$ cat src/rtl/pdm_tx_modulator.sv
// -----------------------------------------------------------------------------
// pdm_tx_modulator
//
// First-order delta-sigma modulator. It converts signed PCM samples into a
// 1-bit PDM stream. The stream drives loopback/self-test stimulus into a PDM
// receive channel, or a transducer pin.
//
// Samples arrive on a valid/ready push port and wait in a small FIFO. One
// sample is consumed on each ce_pcm strobe, and one PDM bit is produced on
// each ce_pdm strobe. Both strobes come from the shared clock-enable
// generators and are one wb_clk_i cycle wide.
//
// Ports:
//   wb_clk_i         in   system clock, rising edge
//   wb_rst_i         in   synchronous active-high reset
//   enable_i         in   modulator run enable (0 = idle, output forced low)
//   ce_pdm           in   one PDM bit step
//   ce_pcm           in   consume the next PCM sample
//   s_valid_i        in   push request
//   s_data_i         in   PCM sample, signed two's complement, DW bits
//   s_ready_o        out  FIFO can accept a sample
//   pdm_o            out  registered PDM bitstream
//   fifo_level_o     out  number of samples currently stored
//   underflow_o      out  sticky: ce_pcm arrived with an empty FIFO
//   clr_underflow_i  in   clears underflow_o (a new underflow wins)
// -----------------------------------------------------------------------------
module pdm_tx_modulator #(
  parameter int DW         = 16,
  parameter int FIFO_DEPTH = 4
) (
  input  logic                          wb_clk_i,
  input  logic                          wb_rst_i,
  input  logic                          enable_i,
  input  logic                          ce_pdm,
  input  logic                          ce_pcm,
  input  logic                          s_valid_i,
  input  logic [DW-1:0]                 s_data_i,
  output logic                          s_ready_o,
  output logic                          pdm_o,
  output logic [$clog2(FIFO_DEPTH):0]   fifo_level_o,
  output logic                          underflow_o,
  input  logic                          clr_underflow_i
);

  localparam int AW = $clog2(FIFO_DEPTH);
  localparam int LW = AW + 1;
  localparam logic [LW-1:0] LEVEL_FULL = LW'(FIFO_DEPTH);

  // ---------------------------------------------------------------------------
  // Sample FIFO
  // ---------------------------------------------------------------------------
  logic [DW-1:0] mem [FIFO_DEPTH];
  logic [AW-1:0] wr_ptr_reg;
  logic [AW-1:0] rd_ptr_reg;
  logic [LW-1:0] level_reg;

  logic push_fire;
  logic pcm_step;
  logic pop_fire;
  logic pdm_step;
  logic fifo_empty;

  assign fifo_empty = (level_reg == '0);

  // Ready depends only on the registered level. A pop in the same cycle
  // does not open a slot for a push into a full FIFO, so the push retries.
  assign s_ready_o = (level_reg != LEVEL_FULL);
  assign push_fire = s_valid_i && s_ready_o;

  // Both strobes are ignored while the modulator is disabled.
  assign pcm_step  = enable_i && ce_pcm;
  assign pdm_step  = enable_i && ce_pdm;
  assign pop_fire  = pcm_step && !fifo_empty;

  // Storage has no reset. Contents become invalid when the pointers and
  // level are cleared.
  always_ff @(posedge wb_clk_i) begin
    if (push_fire) begin
      mem[wr_ptr_reg] <= s_data_i;
    end
  end

  // Pointers wrap naturally because FIFO_DEPTH is a power of two. The level
  // cannot leave 0..FIFO_DEPTH because push and pop are both guarded.
  always_ff @(posedge wb_clk_i) begin
    if (wb_rst_i) begin
      wr_ptr_reg <= '0;
      rd_ptr_reg <= '0;
      level_reg  <= '0;
    end else begin
      if (push_fire) begin
        wr_ptr_reg <= wr_ptr_reg + 1'b1;
      end
      if (pop_fire) begin
        rd_ptr_reg <= rd_ptr_reg + 1'b1;
      end
      case ({push_fire, pop_fire})
        2'b10:   level_reg <= level_reg + 1'b1;
        2'b01:   level_reg <= level_reg - 1'b1;
        default: level_reg <= level_reg;
      endcase
    end
  end

  assign fifo_level_o = level_reg;

  // ---------------------------------------------------------------------------
  // Current sample (registered FIFO read)
  // ---------------------------------------------------------------------------
  // On an empty pop the previous sample is held. A push in the same cycle
  // only lands in the FIFO and is not forwarded here.
  logic [DW-1:0] cur_sample_reg;

  always_ff @(posedge wb_clk_i) begin
    if (wb_rst_i) begin
      cur_sample_reg <= '0;
    end else if (!enable_i) begin
      cur_sample_reg <= '0;
    end else if (pop_fire) begin
      cur_sample_reg <= mem[rd_ptr_reg];
    end
  end

  // ---------------------------------------------------------------------------
  // First-order delta-sigma step
  // ---------------------------------------------------------------------------
  // Inverting the MSB turns two's complement into offset binary. The
  // accumulator carry-out is then the output bit, and the ones density is
  // exactly u / 2^DW. The step reads cur_sample_reg before this edge, so a
  // sample loaded by a coincident ce_pcm applies from the next ce_pdm.
  logic [DW-1:0] offset_sample;
  logic [DW-1:0] acc_reg;
  logic [DW:0]   sum_next;
  logic          pdm_reg;

  assign offset_sample = {~cur_sample_reg[DW-1], cur_sample_reg[DW-2:0]};
  assign sum_next      = {1'b0, acc_reg} + {1'b0, offset_sample};

  always_ff @(posedge wb_clk_i) begin
    if (wb_rst_i) begin
      acc_reg <= '0;
      pdm_reg <= 1'b0;
    end else if (!enable_i) begin
      acc_reg <= '0;
      pdm_reg <= 1'b0;
    end else if (pdm_step) begin
      acc_reg <= sum_next[DW-1:0];
      pdm_reg <= sum_next[DW];
    end
  end

  assign pdm_o = pdm_reg;

  // ---------------------------------------------------------------------------
  // Sticky underflow flag
  // ---------------------------------------------------------------------------
  logic underflow_reg;

  always_ff @(posedge wb_clk_i) begin
    if (wb_rst_i) begin
      underflow_reg <= 1'b0;
    end else if (pcm_step && fifo_empty) begin
      underflow_reg <= 1'b1;   // a fresh underflow beats a coincident clear
    end else if (clr_underflow_i) begin
      underflow_reg <= 1'b0;
    end
  end

  assign underflow_o = underflow_reg;

endmodule

$ cat config.mk
export PLATFORM = sky130hd
export DESIGN_NAME = pdm_tx_modulator
export DESIGN_NICKNAME = d
export VERILOG_FILES = /design/src/rtl/pdm_tx_modulator.sv
export SDC_FILE = /design/constraint.sdc
export NUM_CORES = 1
export LEC_CHECK = 0
export CAP_MARGIN = 10
export CELL_PAD_IN_SITES_DETAIL_PLACEMENT = 1
export CELL_PAD_IN_SITES_GLOBAL_PLACEMENT = 1
export CORE_ASPECT_RATIO = 0.75
export CORE_UTILIZATION = 48
export CTS_BUF_LIST = sky130_fd_sc_hd__clkbuf_16
export DETAILED_ROUTE_END_ITERATION = 10
export GPL_TIMING_DRIVEN = 0
export PLACE_DENSITY_LB_ADDON = 0.3
export SETUP_SLACK_MARGIN = 0.3
export SYNTH_ARGS = -nofsm -noshare
export SYNTH_HDL_FRONTEND = slang
export SYNTH_SLANG_ARGS = --single-unit
$ cat constraint.sdc
create_clock -name wb_clk_i -period 4.2 [get_ports wb_clk_i]
set_input_delay 1.26 -clock wb_clk_i [delete_from_list [all_inputs] [get_ports wb_clk_i]]
set_output_delay 1.26 -clock wb_clk_i [all_outputs]
set_load 0.005 [all_outputs]
# == After elaboration in Yosys (flattened, before gate mapping) ==
# Memory sizes are Yosys's and may differ from the RTL's. A register that Yosys moved wholly into a read port is not among the register bits.
# Cells that the tools add are included.
# classes
addsub,5
n_eq_ne,3
muxes,5
n_bitwise,2
n_reduce_logical,10
# op_table
cell,count
16-bit by 16-bit adder with 17-bit output,1
3-bit case mux with 2 select lines,1
1-bit logical AND,5
2-bit by 1-bit adder with 2-bit output (second input constant),2
1-bit 2-to-1 mux,4
2-bit nonzero test,2
3-bit by 1-bit adder with 3-bit output (second input constant),1
3-bit zero test,1
3-bit != test (second input constant),1
3-bit by 1-bit subtractor with 3-bit output (second input constant),1
2-bit by 1-bit equality test with 1-bit output (second input constant),1
2-bit equality test (second input constant),1
1-bit inverter,2
2-bit OR reduction,1
1-bit zero test,1
# totals
register_bits,25
mem_bits_rw,64
input_bits,23
output_inout_bits,6
wordCells,32
n_memories,1
# memory_table
memory,depth,width,rd,rd_ports_with_merged_regs,write_ports,line,rtl
mem,4,16,1,1,1,52,logic [DW-1:0] mem [FIFO_DEPTH];

# == Longest topological paths before layout ==
# depth
ltp_word,5
depth_mapped,11
mapped_depth_nobuf,10

# == Least setup slack after synthesis ==
# No wires, ideal clock.
# synth_path
path_kind,input to register
startpoint,input port enable_i
endpoint,"register level_reg[2], in the netlist fifo_level_o[2]"
setup_time_ps,70
arrival_time_ps,3275
required_time_ps,4130
path_slack_ps,855
cell_stages,11
path_buffers,2
path_cell_list,nand2_1 -> or2_1 -> clkbuf_1 -> inv_2 -> buf_1 -> ha_1 -> inv_1 -> fa_1 -> xor2_1 -> or3_1 -> a21oi_1
# synth_between
elab_chain_cells,4
elab_cells_between_ends,6
cone_classes,eq/ne: 2; mux: 1; reduce/logical: 3
# synth_lines
item,line,rtl
start: declaration,33,"input logic enable_i,"
1-bit logical AND (*),71,assign pcm_step = enable_i && ce_pcm;
1-bit logical AND (*),73,assign pop_fire = pcm_step && !fifo_empty;
net pop_fire,59,logic pop_fire;
2-bit by 1-bit equality test with 1-bit output / 2-bit equality test (equally long branches),97,"case ({push_fire, pop_fire})"
3-bit case mux with 2 select lines / 2-bit nonzero test (equally long branches),n/a,
end signal: assignment,98,2'b10: level_reg <= level_reg + 1'b1;
end signal: assignment,99,2'b01: level_reg <= level_reg - 1'b1;
end signal: assignment,100,default: level_reg <= level_reg;
end: declaration,55,logic [LW-1:0] level_reg;
# Mark *: on every way through the listed nets, which the timed path passes. The rest lies on a longest branch.
# A chain may end at the register's enable or synchronous reset.

# == Worst setup path after layout ==
# Same ends and word-level chain as after synthesis.

==> flow_summary.toml <==
[outcome]
status = "complete, no violations"

[finish]
areaGrowthSynthToFinish_pct = 16.0
diodes = 0
drive_above_1_share = 0.0907
fill_cells = 944
largest_reg_flops = 64
design_area_sq_um = 5470
fin_nets = 471
utilization = 0.590

[worst_setup_path]
crit_path_end_kind = "flip-flop"
cp.required_ps = 4480
regToRegSetupSlack_ps = 1580
critPathKind = "in -> reg"
r2r-end = "fifo_level_o[2]"
r2r_start = "fifo_level_o[0]"
crit_path_end = "fifo_level_o[2]"
critical-path-max-stage-delay_ps = 610
cp_cell_sequence = "clkdlybuf4s50_1, nand2_1, or2_1, clkbuf_2, inv_4, buf_4, ha_1, inv_1, fa_1, xor2_1, or3_1, a21oi_1"
worstSetupStartpointType = "input pin"
cp.arrival_ps = 4000
worstPathMaxFanout = 10
reg2reg_depth = 11
cpMaxStageDelayCell = "clkdlybuf4s50_1"
critPathLaunch = "enable_i"

[routing]
vias = 3264
drc_errors = 0
drt_wl_total_um = 11400
wl_met1_um = 5040
antenna_left = 0
dr.max_layer_used = "met4"
drt_iter0_markers = 229
wire_per_inst_um = 20.4
route.met3.wl_um = 461
drt_pass1_iterations = 5
viasPerCell = 5.85
wl_met2_um = 5570

[floorplan]
die_w_um = 116
ioPinCount = 29
rows = 30
dieHeight_um = 87.8
initial_utilization = 0.509
design.die.area_sq_um = 10200
core-area_sq_um = 9270

[job]
cap_violations = 0

[synth]
syn_avg_cell_area_sq_um = 12.2
synth_edf_count = 64
synth.top_cells.by_area = "edfxtp_1, dfxtp_1, mux4_2"
ys_ff_latch = 105
synth_cell_type_count = 45
synth_seq_area_share = 0.582
ys_warn_count = 0
syn_area_sq_um = 4720
synthesis.nets = 433
synth_flop_cell = "edfxtp_1"
async_flop_share = 0
yosysTopAreaCell = "edfxtp_1"
netlist_instances = 387
yosys.area.top_type_share = 0.408

[place]
routabilityCongestion = 0.837
port_buffers = 27
place_area_sq_um = 5150
hpwl_um = 7670

[cts]
clock-sinks = 105
ctsHoldBuffers = 0
clk_path_buf_depth = 2
tritoncts = "built"
worstSkewPairLatency_ps = 340
h-tree-depth = 3
cts_buffers = 9
cts.clk_slew.worst_paths_ps = 70
cts_root_buffer = "clkbuf_16"

[power_and_ir_drop]
irDropWorstVdd_v = 0.000335
p_leak_nw = 1.96
power_density_nw_per_um2 = 435

[global_routing]
grt_pass1_wl_um = 18200
overflow = 0
grt_max_degree = 18
antenna_found_initial = 0
grt_pass1_vias = 3513
grtUsageTotal = 0.246

[timing]
finalCritPeriodShare = 0.888
skew_ps = 6.18
layout_min_cycle_time_ps = 3730
maxSlewViolCount = 0
rsz0062_at_grt = "false"
finalSetupViolations = 0
worst_pin_slew_ps = 894
hold_viol = 0
fmax_mhz = 268
slew_headroom = 0.404

[hold_path]
min_path_type = "reg -> reg"
==> critical path, delay by kind of cell <==
kind,cells,cell delay (ps)
XOR/XNOR,1,160
AO/OA/AOI/OAI,1,140
AND/OR/NAND/NOR,3,610
adder cells (fa/ha/maj),2,570
buffers and inverters,5,1250
==> logic make-up after synthesis <==
kind of cell / count (synthesis) / share of synthesized area
AO/OA/AOI/OAI: 85 / 0.110
XOR/XNOR: 13 / 0.0241
adder cells (fa/ha/maj): 23 / 0.0642
buffers and inverters: 29 / 0.0252
flip-flops: 105 / 0.582
multiplexers: 24 / 0.0934
AND/OR/NAND/NOR: 108 / 0.101
==> synth_stat cells (all sizes together) (2+ instances only) <==
cell / n
nor2: 26
nand3: 3
edfxtp: 64
a21oi: 39
nor3: 4
xnor2: 6
clkbuf: 13
mux4: 16
mux2i: 8
or3: 2
nand2: 52
o21ai: 15
inv: 10
nor2b: 3
dfxtp: 41
ha: 21
a31oi: 2
nand4: 2
a211oi: 4
nand3b: 2
a21o: 7
fa: 2
o21bai: 2
a211o: 2
xor2: 7
o211ai: 2
o221ai: 3
and3: 6
or2: 3
and2: 2
buf: 6
o21a: 3
==> stage by stage <==
| step | power [mW] | setup TNS (ps) | cells | hold WS (ps) | setup WS [ps] |
|---|---|---|---|---|---|
| after floorplan | 1.39 | 0 | 387 | 436 | 855 |
| after global placement | 1.49 | -154 | 542 | 452 | -154 |
| after detailed placement | 1.50 | -235 | 542 | 467 | -226 |
| after CTS | 2.40 | 0 | 558 | 477 | 377 |
| after global routing | 2.47 | 0 | 558 | 495 | 317 |
| final | 2.38 | 0 | 558 | 470 | 471 |
==> per-layer routing <==
metal / GRT usage / vias up
li1: - / 1497
met1: 0.301 / 1661
met2: 0.416 / 77
met3: 0.0574 / 29
met4: 0.114 / 0
met5: 0 / -
==> cell type report <==
type,count,area [sq um],share of cell area
timing repair buffer,27,270,0.0494
clock inverter,7,92.6,0.0169
inverter,10,40.0,0.00732
clock buffer,9,225,0.0412
sequential,105,2740,0.501
multi-input combinational,253,1850,0.339
tap,128,160,0.0293
buffer,19,86.3,0.0158
==> report_power, final <==
part	switching, mW	total, mW	internal (mW)
clock network	0.374	0.896	0.523
logic	0.168	0.299	0.131
registers	0.0279	1.19	1.16
total	0.569	2.38	1.81
==> worst min-delay path by stage <==
stage                                  start            endpoint  slack, ps  depth (start not counted)
after global placement    cur_sample_reg[15]  cur_sample_reg[15]        450                          2
after global routing       cur_sample_reg[4]   cur_sample_reg[4]        490                          2
after CTS                  cur_sample_reg[4]   cur_sample_reg[4]        480                          2
after detailed placement   cur_sample_reg[9]   cur_sample_reg[9]        470                          2
final                      cur_sample_reg[4]   cur_sample_reg[4]        470                          2
after floorplan           cur_sample_reg[15]  cur_sample_reg[15]        440                          2
==> cell usage in the layout (no fill, tap or decap), drive strengths merged, types with 3 or more instances in the layout <==
cell type,synthesis,layout
a211oi,4,4
a21o,7,7
a21oi,39,39
and3,6,6
buf,6,6
clkbuf,13,22
clkdlybuf4s50,0,27
clkinv,0,4
dfxtp,41,41
edfxtp,64,64
ha,21,21
inv,10,11
mux2i,8,8
mux4,16,16
nand2,52,52
nand3,3,3
nor2,26,26
nor2b,3,3
nor3,4,4
o21a,3,3
o21ai,15,15
o221ai,3,3
or2,3,3
xnor2,6,6
xor2,7,7
==> repair_timing <==
| item | CTS | global route |
|---|---|---|
| endpoints found under the setup margin | 2 | 1 |
| setup buffers | 0 | 0 |
| gates cloned | 0 | 0 |
| resized for setup | 2 | 3 |
(Power assumes the default switching activity.)
